## src/rtl/tag_rx_phase_sched.sv

```systemverilog
`timescale 1ns/1ps
// tag_rx_phase_sched: stepped-chirp phase stream generator for the tag_rx mixer.
// Frames are made of symbols, and symbols are made of samples. Within a symbol
// the phase advances by inc_s on every sample. At each symbol boundary the start
// phase moves down by nph_shift and the increment grows by dph_inc. Output is
// AXI-Stream. tlast marks the last sample of each symbol.
module tag_rx_phase_sched #(
  parameter int PHASE_WIDTH = 24,
  parameter int NSYMB_WIDTH = 16,
  parameter int GAP_WIDTH   = 16,
  parameter int FCNT_WIDTH  = 16
) (
  input  logic                   clk,
  input  logic                   reset_n,
  input  logic                   srst,
  input  logic                   start,
  input  logic                   abort,
  input  logic                   cfg_continuous,
  input  logic [PHASE_WIDTH-1:0] cfg_nsig,
  input  logic [NSYMB_WIDTH-1:0] cfg_nsymb,
  input  logic [PHASE_WIDTH-1:0] cfg_start_ph,
  input  logic [PHASE_WIDTH-1:0] cfg_start_ph_inc,
  input  logic [PHASE_WIDTH-1:0] cfg_dph_inc,
  input  logic [PHASE_WIDTH-1:0] cfg_nph_shift,
  input  logic [GAP_WIDTH-1:0]   cfg_gap,
  output logic [PHASE_WIDTH-1:0] phase_tdata,
  output logic                   phase_tvalid,
  output logic                   phase_tlast,
  input  logic                   phase_tready,
  output logic                   busy,
  output logic                   frame_done,
  output logic                   cfg_err,
  output logic [NSYMB_WIDTH-1:0] symb_idx,
  output logic [PHASE_WIDTH-1:0] samp_idx,
  output logic [FCNT_WIDTH-1:0]  frame_count
);

  typedef enum logic [1:0] {IDLE, RUN, GAP} state_t;

  state_t state_q, state_d;

  // Shadow copies of the configuration, captured when a frame is armed.
  logic [PHASE_WIDTH-1:0] nsig_q, dph_q, nph_q;
  logic [NSYMB_WIDTH-1:0] nsymb_q;
  logic [GAP_WIDTH-1:0]   gap_q, gap_cnt_q;

  // Incremental phase-law state.
  logic [PHASE_WIDTH-1:0] phase_q, inc_q, sp_q, samp_q;
  logic [NSYMB_WIDTH-1:0] symb_q;
  logic [FCNT_WIDTH-1:0]  fcnt_q;
  logic                   done_q, err_q, abort_pend_q;

  // Decoded control for this cycle.
  logic beat, last_samp, last_symb, cfg_ok, abort_now;
  logic load, samp_adv, symb_adv, done_d, err_d, pend_d;

  assign beat      = (state_q == RUN) && phase_tready;
  assign last_samp = (samp_q == nsig_q - PHASE_WIDTH'(1));
  assign last_symb = (symb_q == nsymb_q - NSYMB_WIDTH'(1));
  assign cfg_ok    = (cfg_nsig != '0) && (cfg_nsymb != '0);
  assign abort_now = abort || abort_pend_q;

  // State register.
  always_ff @(posedge clk or negedge reset_n) begin
    // NOTE: every clocked assignment is non-blocking, so all registers update together from values sampled at the same edge.
    if (!reset_n) begin
      state_q <= IDLE;
    end else if (srst) begin
      state_q <= IDLE;
    end else begin
      state_q <= state_d;
    end
  end

  // Next-state and per-cycle control decode.
  always_comb begin
    // NOTE: defaults come first, so no path leaves a signal unassigned and no latch is inferred.
    state_d  = state_q;
    load     = 1'b0;
    samp_adv = 1'b0;
    symb_adv = 1'b0;
    done_d   = 1'b0;
    err_d    = 1'b0;
    pend_d   = abort_pend_q;
    unique case (state_q)
      IDLE: begin
        pend_d = 1'b0;
        if (start) begin
          if (cfg_ok) begin
            load    = 1'b1;
            state_d = RUN;
          end else begin
            err_d = 1'b1;
          end
        end
      end
      RUN: begin
        if (beat) begin
          if (abort_now) begin
            // An abort beats a simultaneous tlast or re-arm. No frame is counted.
            state_d = IDLE;
            pend_d  = 1'b0;
          end else if (!last_samp) begin
            samp_adv = 1'b1;
          end else if (!last_symb) begin
            symb_adv = 1'b1;
            if (gap_q != '0) state_d = GAP;
          end else begin
            done_d = 1'b1;
            if (cfg_continuous && cfg_ok) begin
              load = 1'b1;
            end else begin
              state_d = IDLE;
              err_d   = cfg_continuous;
            end
          end
        end else if (abort) begin
          // The stalled beat must still complete. Remember the abort until the handshake.
          pend_d = 1'b1;
        end
      end
      GAP: begin
        if (abort) begin
          state_d = IDLE;
        end else if (gap_cnt_q == GAP_WIDTH'(1)) begin
          state_d = RUN;
        end
      end
      default: state_d = IDLE;
    endcase
  end

  // Datapath: shadow config, phase accumulator, indices, gap timer.
  always_ff @(posedge clk or negedge reset_n) begin
    if (!reset_n) begin
      nsig_q <= '0; nsymb_q <= '0; dph_q <= '0; nph_q <= '0; gap_q <= '0;
      phase_q <= '0; inc_q <= '0; sp_q <= '0; samp_q <= '0; symb_q <= '0;
      gap_cnt_q <= '0;
    end else if (srst) begin
      nsig_q <= '0; nsymb_q <= '0; dph_q <= '0; nph_q <= '0; gap_q <= '0;
      phase_q <= '0; inc_q <= '0; sp_q <= '0; samp_q <= '0; symb_q <= '0;
      gap_cnt_q <= '0;
    end else if (load) begin
      nsig_q  <= cfg_nsig;
      nsymb_q <= cfg_nsymb;
      dph_q   <= cfg_dph_inc;
      nph_q   <= cfg_nph_shift;
      gap_q   <= cfg_gap;
      phase_q <= cfg_start_ph;
      sp_q    <= cfg_start_ph;
      inc_q   <= cfg_start_ph_inc;
      samp_q  <= '0;
      symb_q  <= '0;
    end else if (samp_adv) begin
      phase_q <= phase_q + inc_q;
      samp_q  <= samp_q + PHASE_WIDTH'(1);
    end else if (symb_adv) begin
      // The next symbol starts at sp - nph_shift, and its step grows by dph_inc.
      phase_q   <= sp_q - nph_q;
      sp_q      <= sp_q - nph_q;
      inc_q     <= inc_q + dph_q;
      samp_q    <= '0;
      symb_q    <= symb_q + NSYMB_WIDTH'(1);
      gap_cnt_q <= gap_q;
    end else if (state_q == GAP) begin
      gap_cnt_q <= gap_cnt_q - GAP_WIDTH'(1);
    end
  end

  // Status: pending abort, completion/error pulses, frame counter.
  always_ff @(posedge clk or negedge reset_n) begin
    if (!reset_n) begin
      abort_pend_q <= 1'b0;
      done_q       <= 1'b0;
      err_q        <= 1'b0;
      fcnt_q       <= '0;
    end else if (srst) begin
      abort_pend_q <= 1'b0;
      done_q       <= 1'b0;
      err_q        <= 1'b0;
      fcnt_q       <= '0;
    end else begin
      abort_pend_q <= pend_d;
      done_q       <= done_d;
      err_q        <= err_d;
      if (done_d) fcnt_q <= fcnt_q + FCNT_WIDTH'(1);
    end
  end

  assign phase_tdata  = phase_q;
  assign phase_tvalid = (state_q == RUN);
  assign phase_tlast  = phase_tvalid && last_samp;
  assign busy         = (state_q != IDLE);
  assign frame_done   = done_q;
  assign cfg_err      = err_q;
  assign symb_idx     = symb_q;
  assign samp_idx     = samp_q;
  assign frame_count  = fcnt_q;

endmodule

```

## config.mk

```make
export PLATFORM = sky130hd
export DESIGN_NAME = tag_rx_phase_sched
export DESIGN_NICKNAME = d
export VERILOG_FILES = /design/src/rtl/tag_rx_phase_sched.sv
export SDC_FILE = /design/constraint.sdc
export NUM_CORES = 1
export LEC_CHECK = 0
export ABC_CLOCK_PERIOD_IN_PS = 4500
export BUFFER_PORTS_ARGS = -buffer_cell sky130_fd_sc_hd__buf_4
export CAP_MARGIN = 10
export CORE_ASPECT_RATIO = 0.7
export CORE_MARGIN = 2
export CORE_UTILIZATION = 44
export CTS_CLUSTER_SIZE = 16
export DETAILED_ROUTE_END_ITERATION = 8
export SLEW_MARGIN = 15
export SYNTH_ARGS = -nofsm -noshare
export SYNTH_HDL_FRONTEND = slang
export SYNTH_SLANG_ARGS = --single-unit
```

## constraint.sdc

```tcl
create_clock -name clk -period 4.5 [get_ports clk]
set_input_delay 0.225 -clock clk [delete_from_list [all_inputs] [get_ports clk]]
set_output_delay 0.225 -clock clk [all_outputs]
set_load 0.01 [all_outputs]
```

; ---- Yosys cells after proc, flatten, opt, wreduce, memory -nomap -nowiden
; Index checks and enable logic that the tools add are counted.
[totals]
ff_bits = 253
latchBits = 0
ramBits = 0
mem_bits_ro = 0
inputBits = 159
memories = 0
[classes]
add_sub_neg = 9
n_mul = 0
div_mod_pow = 0
order_cmp = 0
eq_ne = 17
shifts = 0
muxes = 85
bitwise = 0
reduce_logical = 20
[op_table]
columns = op, count
row1 = $mux W24, 21
row2 = $mux W16, 15
row3 = $add A24 B24 Y24, 2
row4 = $mux W1, 34
row5 = $add A16 B1 Y16 const B, 2
row6 = $reduce_bool A16 Y1, 2
row7 = $sub A16 B1 Y16 const B, 2
row8 = $add A24 B1 Y24 const B, 1
row9 = $eq A24 B24 Y1, 1
row10 = $reduce_bool A24 Y1, 1
row11 = $sub A24 B1 Y24 const B, 1
row12 = $sub A24 B24 Y24, 1
row13 = $mux W2, 11
row14 = $eq A16 B1 Y1 const B, 1
row15 = $eq A16 B16 Y1, 1
row16 = $ne A3 B3 Y1 const B, 3
row17 = $reduce_bool A3 Y1, 3
row18 = $ne A4 B3 Y1 const B, 2
row19 = $reduce_and A7 Y1, 1
row20 = $pmux W1 S2, 3
row21 = $pmux W2 S3, 1
row22 = $reduce_and A3 Y1, 2
row23 = $reduce_bool A2 Y1, 3
row24 = $ne A5 B2 Y1 const B, 1
row25 = 12 further kinds, 16

; ---- Depth between registers and ports, before layout
[depth]
ltp_word = 11
ltp_mapped = 15

; ---- Worst setup path after synthesis
; OpenSTA, ideal clock, no wires.
[synth_timing]
kind = reg2reg
from = register nsig_q[0]
to = register inc_q[23]
setup_time_ns = 0.122
arrival_ns = 3.433
required_time_ns = 4.378
slack_ns = 0.945
stages_incl_launch_ff = 14
n_path_buf = 1
cell_sequence = dfrtp_1 inv_1 ha_1 or4b_1 or3b_2 o32ai_1 o211ai_1 or4_1 and4b_1 buf_4 or4b_1 nand4_1 mux2i_1 nand2_1
[synth_between]
elab_chain_len = 8
word_cells_on_any_way = 19
cone_classes = add/sub: 1 / eq/ne: 2 / mux: 14 / reduce/logical: 2
[synth_lines]
columns = element, line
row1 = start: declaration, 43  ; logic [PHASE_WIDTH-1:0] nsig_q, dph_q, nph_q;
row2 = start signal: assignment, 144  ; nsig_q <= cfg_nsig;
row3 = $sub A24 B1 Y24 (*), 58  ; assign last_samp = (samp_q == nsig_q - PHASE_WIDTH'(1));
row4 = $eq A24 B24 Y1 (*), 58
row5 = $mux W1, 103  ; end else if (!last_samp) begin
row6 = $mux W1, 99  ; if (abort_now) begin
row7 = $mux W1, 98  ; if (beat) begin
row8 = $pmux W1 S2 / $mux W1 (equally long branches), 85  ; unique case (state_q)
row9 = $ne A3 B3 Y1 (no line) (tied with other cells), --
row10 = $reduce_and A2 Y1 (no line) / $mux W24 (equally long branches), --
row11 = end signal: assignment, 151  ; inc_q <= cfg_start_ph_inc;
row12 = end signal: assignment, 161  ; inc_q <= inc_q + dph_q;
row13 = end: declaration, 48  ; logic [PHASE_WIDTH-1:0] phase_q, inc_q, sp_q, samp_q;
; Every way passes the cells marked *; elsewhere a longest branch is shown, timed or not.
; A chain may end at the register's enable or synchronous reset.

; ---- Worst setup path in the final report
[layout_timing]
from = register nsig_q[3]
to = register phase_q[10], in the netlist phase_tdata[10]
[layout_between]
elab_chain_len = 9
word_cells_on_any_way = 18
cone_classes = add/sub: 1 / eq/ne: 1 / mux: 15 / reduce/logical: 1
[layout_lines]
columns = element, line
row1 = $sub A24 B1 Y24 (*), 58
row2 = $eq A24 B24 Y1 (*), 58
row3 = $mux W1, 103
row4 = $mux W1, 99
row5 = $mux W1, 98
row6 = $mux W1, 85
row7 = $mux W24, 154  ; end else if (samp_adv) begin
row8 = $mux W24, 143  ; end else if (load) begin
row9 = $mux W24, 139  ; end else if (srst) begin
row10 = end signal: assignment, 149  ; phase_q <= cfg_start_ph;
row11 = end signal: assignment, 155  ; phase_q <= phase_q + inc_q;
row12 = end signal: assignment, 159  ; phase_q <= sp_q - nph_q;
row13 = end: declaration, 48
; Marked as above.

==> results.yml <==
critical_path:
  cp.arrival_ns: 4.76
  worst-path-max-fanout: 25
  start_kind: "flop"
  worstPathRequired_ns: 4.97
  cp-end-kind: "flop"
  crit_type: "flop to flop"
sta:
  rsz0062_at_grt: "false"
  finalCritPeriodShare: 0.9551
  hold_viol: 0
  timing.final.crit_period_ns: 4.298
  tns_ns: 0
  tightest_slew_ns: 1.029
  slew_headroom: 0.3141
  skew_ns: 0.02011
  setup_viol: 0
  fmax_mhz: 232.7
  finalMaxSlewViolations: 0
finish:
  syn_to_final_growth_pct: 28.12
  layout.nets: 2556
  antenna_cells: 0
  nFillCells: 3384
  instances_no_fill: 2826
  drive_gt1_frac: 0.1544
synthesis:
  yosysMostFrequentCell: "nand2_1"
  yosysTopAreaCellShare: 0.3770
  synthTopCellsByArea: "dfrtp_1, nand2_1, a21oi_1"
  synth.cell_area_mm2: 0.01679
  async_flop_share: 1.000
  synth-edff-count: 0
  seq_area_frac_synth: 0.3770
  yosys-top-cells-count: "nand2_1, dfrtp_1, a21oi_1"
  synthFlopType: "dfrtp_1"
  ys_ff_latch: 253
  synthDistinctLibCells: 79
  synth-warning-count: 0
  synth_area_leader_cell: "dfrtp_1"
  syn_avg_cell_area_um2: 8.499
  synth_fp_nets: 2214
  synth_cells: 1976
pwr:
  power.density_mw_per_mm2: 351.5
  leakage_nw: 9.671
  ir_worst_vdd_v: 0.0003118
grt:
  antenna_found_initial: 0
  grt_max_degree: 120
  grt_pass1_vias: 15390
  grt_pass1_wl_um: 88040
  grtUsageTotal: 0.2792
  globalRouteOverflowTotal: 0
routing:
  drc: 0
  drt_first_pass_iters: 5
  vias_per_cell: 5.714
  num_vias: 16150
  ant_nets: 0
  routed_wl_um: 56460
  drtIter0Drc: 1364
  wire_per_inst_um: 19.98
clock_network:
  cts_tree: "built"
  insertion_delay_ns: 0.57
  cts_setup_buffers: 0
  h-tree-depth: 1
  cts_buffers: 28
  cts.sinks: 253
  cts_buffer_depth: 3
  clk_pin_slew_ns: 0.07
  clock-root-buffer: "clkbuf_16"
worst_hold_path:
  hold_path.class: "input port to flop"
placement:
  io_buffers: 243
  placed_cells: 2631
  gp_congestion: 0.9170
  post-dp-hpwl_um: 40000
floorplan:
  die_w_um: 237.5
  ios: 244
  die_area_mm2: 0.03977
  rows: 59
  core_area_mm2: 0.03735
  start_util: 0.4496
  die_height_um: 167.5
flow_run:
  drv_cap: 0
outcome:
  status: "complete, no violations"
registers in the layout (all words and copies together), names as in the netlist, 24 cells and up:
| signal | flops |
|---|---|
| nsig_q | 24 |
| inc_q | 24 |
| phase_tdata | 24 |
| sp_q | 24 |
| dph_q | 24 |
| nph_q | 24 |
| samp_idx | 24 |
critical path: stages (launching register included):
cell	delay, ns
dfrtp_1	0.47
or4_1	0.67
nor4_1	0.54
and3_1	0.29
o2111ai_1	0.15
nor4_1	0.40
nand3_1	0.28
a211oi_2	0.42
and2_4	0.46
buf_4	0.28
a211oi_1	0.07
a21o_1	0.17
layout by cell type (no fill, tap or decap), types with 15 or more instances in the layout:
master,instances
nand2b_1,19
nor2b_1,21
a211oi_1,50
o21ai_0,64
nand3_1,45
nand4_1,22
nand2_1,321
mux2i_1,47
nor3_1,42
dfrtp_1,253
a21o_1,15
a21oi_1,203
nor4_1,42
o211ai_1,20
buf_4,264
ha_1,76
and3_1,39
nor2_1,158
inv_1,53
o21a_1,15
dlygate4sd3_1,144
clkbuf_16,30
o21bai_1,24
xnor2_1,79
xor2_1,68
what timing repair did:
item                                   in CTS  in global routing
endpoints found under the hold margin     222                  0
resized for setup                           0                  5
setup endpoints to repair                   0                 29
hold buffers                              144                  0
cell families (layout without fill, tap and decap cells):
logic type / after synthesis / in the layout / synth area share
buffers and inverters: 157 / 519 / 0.04299
AOI/OAI and AO/OA: 499 / 499 / 0.1896
and+or+nand+nor: 790 / 790 / 0.2229
muxes: 51 / 51 / 0.03069
DFF: 253 / 253 / 0.3770
xor gates and xnor gates: 147 / 147 / 0.07666
adders and majority gates: 79 / 79 / 0.06020
layout make-up:
type,count,area [um^2],share of cell area
multi-input cells,1566,9777,0.4544
well taps,488,610.6,0.02838
inverters,53,198.9,0.009246
repair buffers,416,3566,0.1657
clock inverters,12,214.0,0.009944
clock buffers,38,819.5,0.03809
flip-flops and latches,253,6331,0.2942
routing by layer:
metal | up-vias | GRT usage | part of all wire
met5 | - | 0 | 0
met4 | 0 | 0.07000 | 0.026
met3 | 80 | 0.04484 | 0.061
met2 | 501 | 0.3992 | 0.41
met1 | 7813 | 0.4347 | 0.50
li1 | 7753 | - | -
power by group:
group	internal, W	switching, W
logic	0.000986	0.00127
clock network	0.00161	0.00100
registers	0.00245	0.000243
total	0.00505	0.00252
metrics by stage:
stage	utilization	power [W]	hold slack (ns)	worst slack, ns	area [um^2]
3_3_place_gp	0.5090	0.004805	0.2674	0.2211	19010
6_report	0.5760	0.007563	0.03325	0.2019	21520
2_1_floorplan	-	0.004096	-0.07059	0.9451	16790
3_5_place_dp	0.5090	0.004834	0.2629	0.1612	19010
5_1_grt	0.5760	0.007958	0.02097	0.008148	21520
4_1_cts	0.5753	0.007579	0.009023	0.1758	21490
final timing paths:
kind / from / end / slack (ns) / cells past startpoint
min in group asynchronous: reset_n / nph_q[6] / 0.22 / 2
hold / removal: cfg_start_ph[16] / sp_q[16] / 0.03 / 3
setup reg to reg: nsig_q[3] / phase_tdata[10] / 0.20 / 11
max in group asynchronous: reset_n / inc_q[13] / 3.08 / 3
setup / recovery: nsig_q[3] / phase_tdata[10] / 0.20 / 11
hold reg to reg: nph_q[22] / nph_q[22] / 0.53 / 2
No activity file was read; power rests on OpenSTA's default activity.
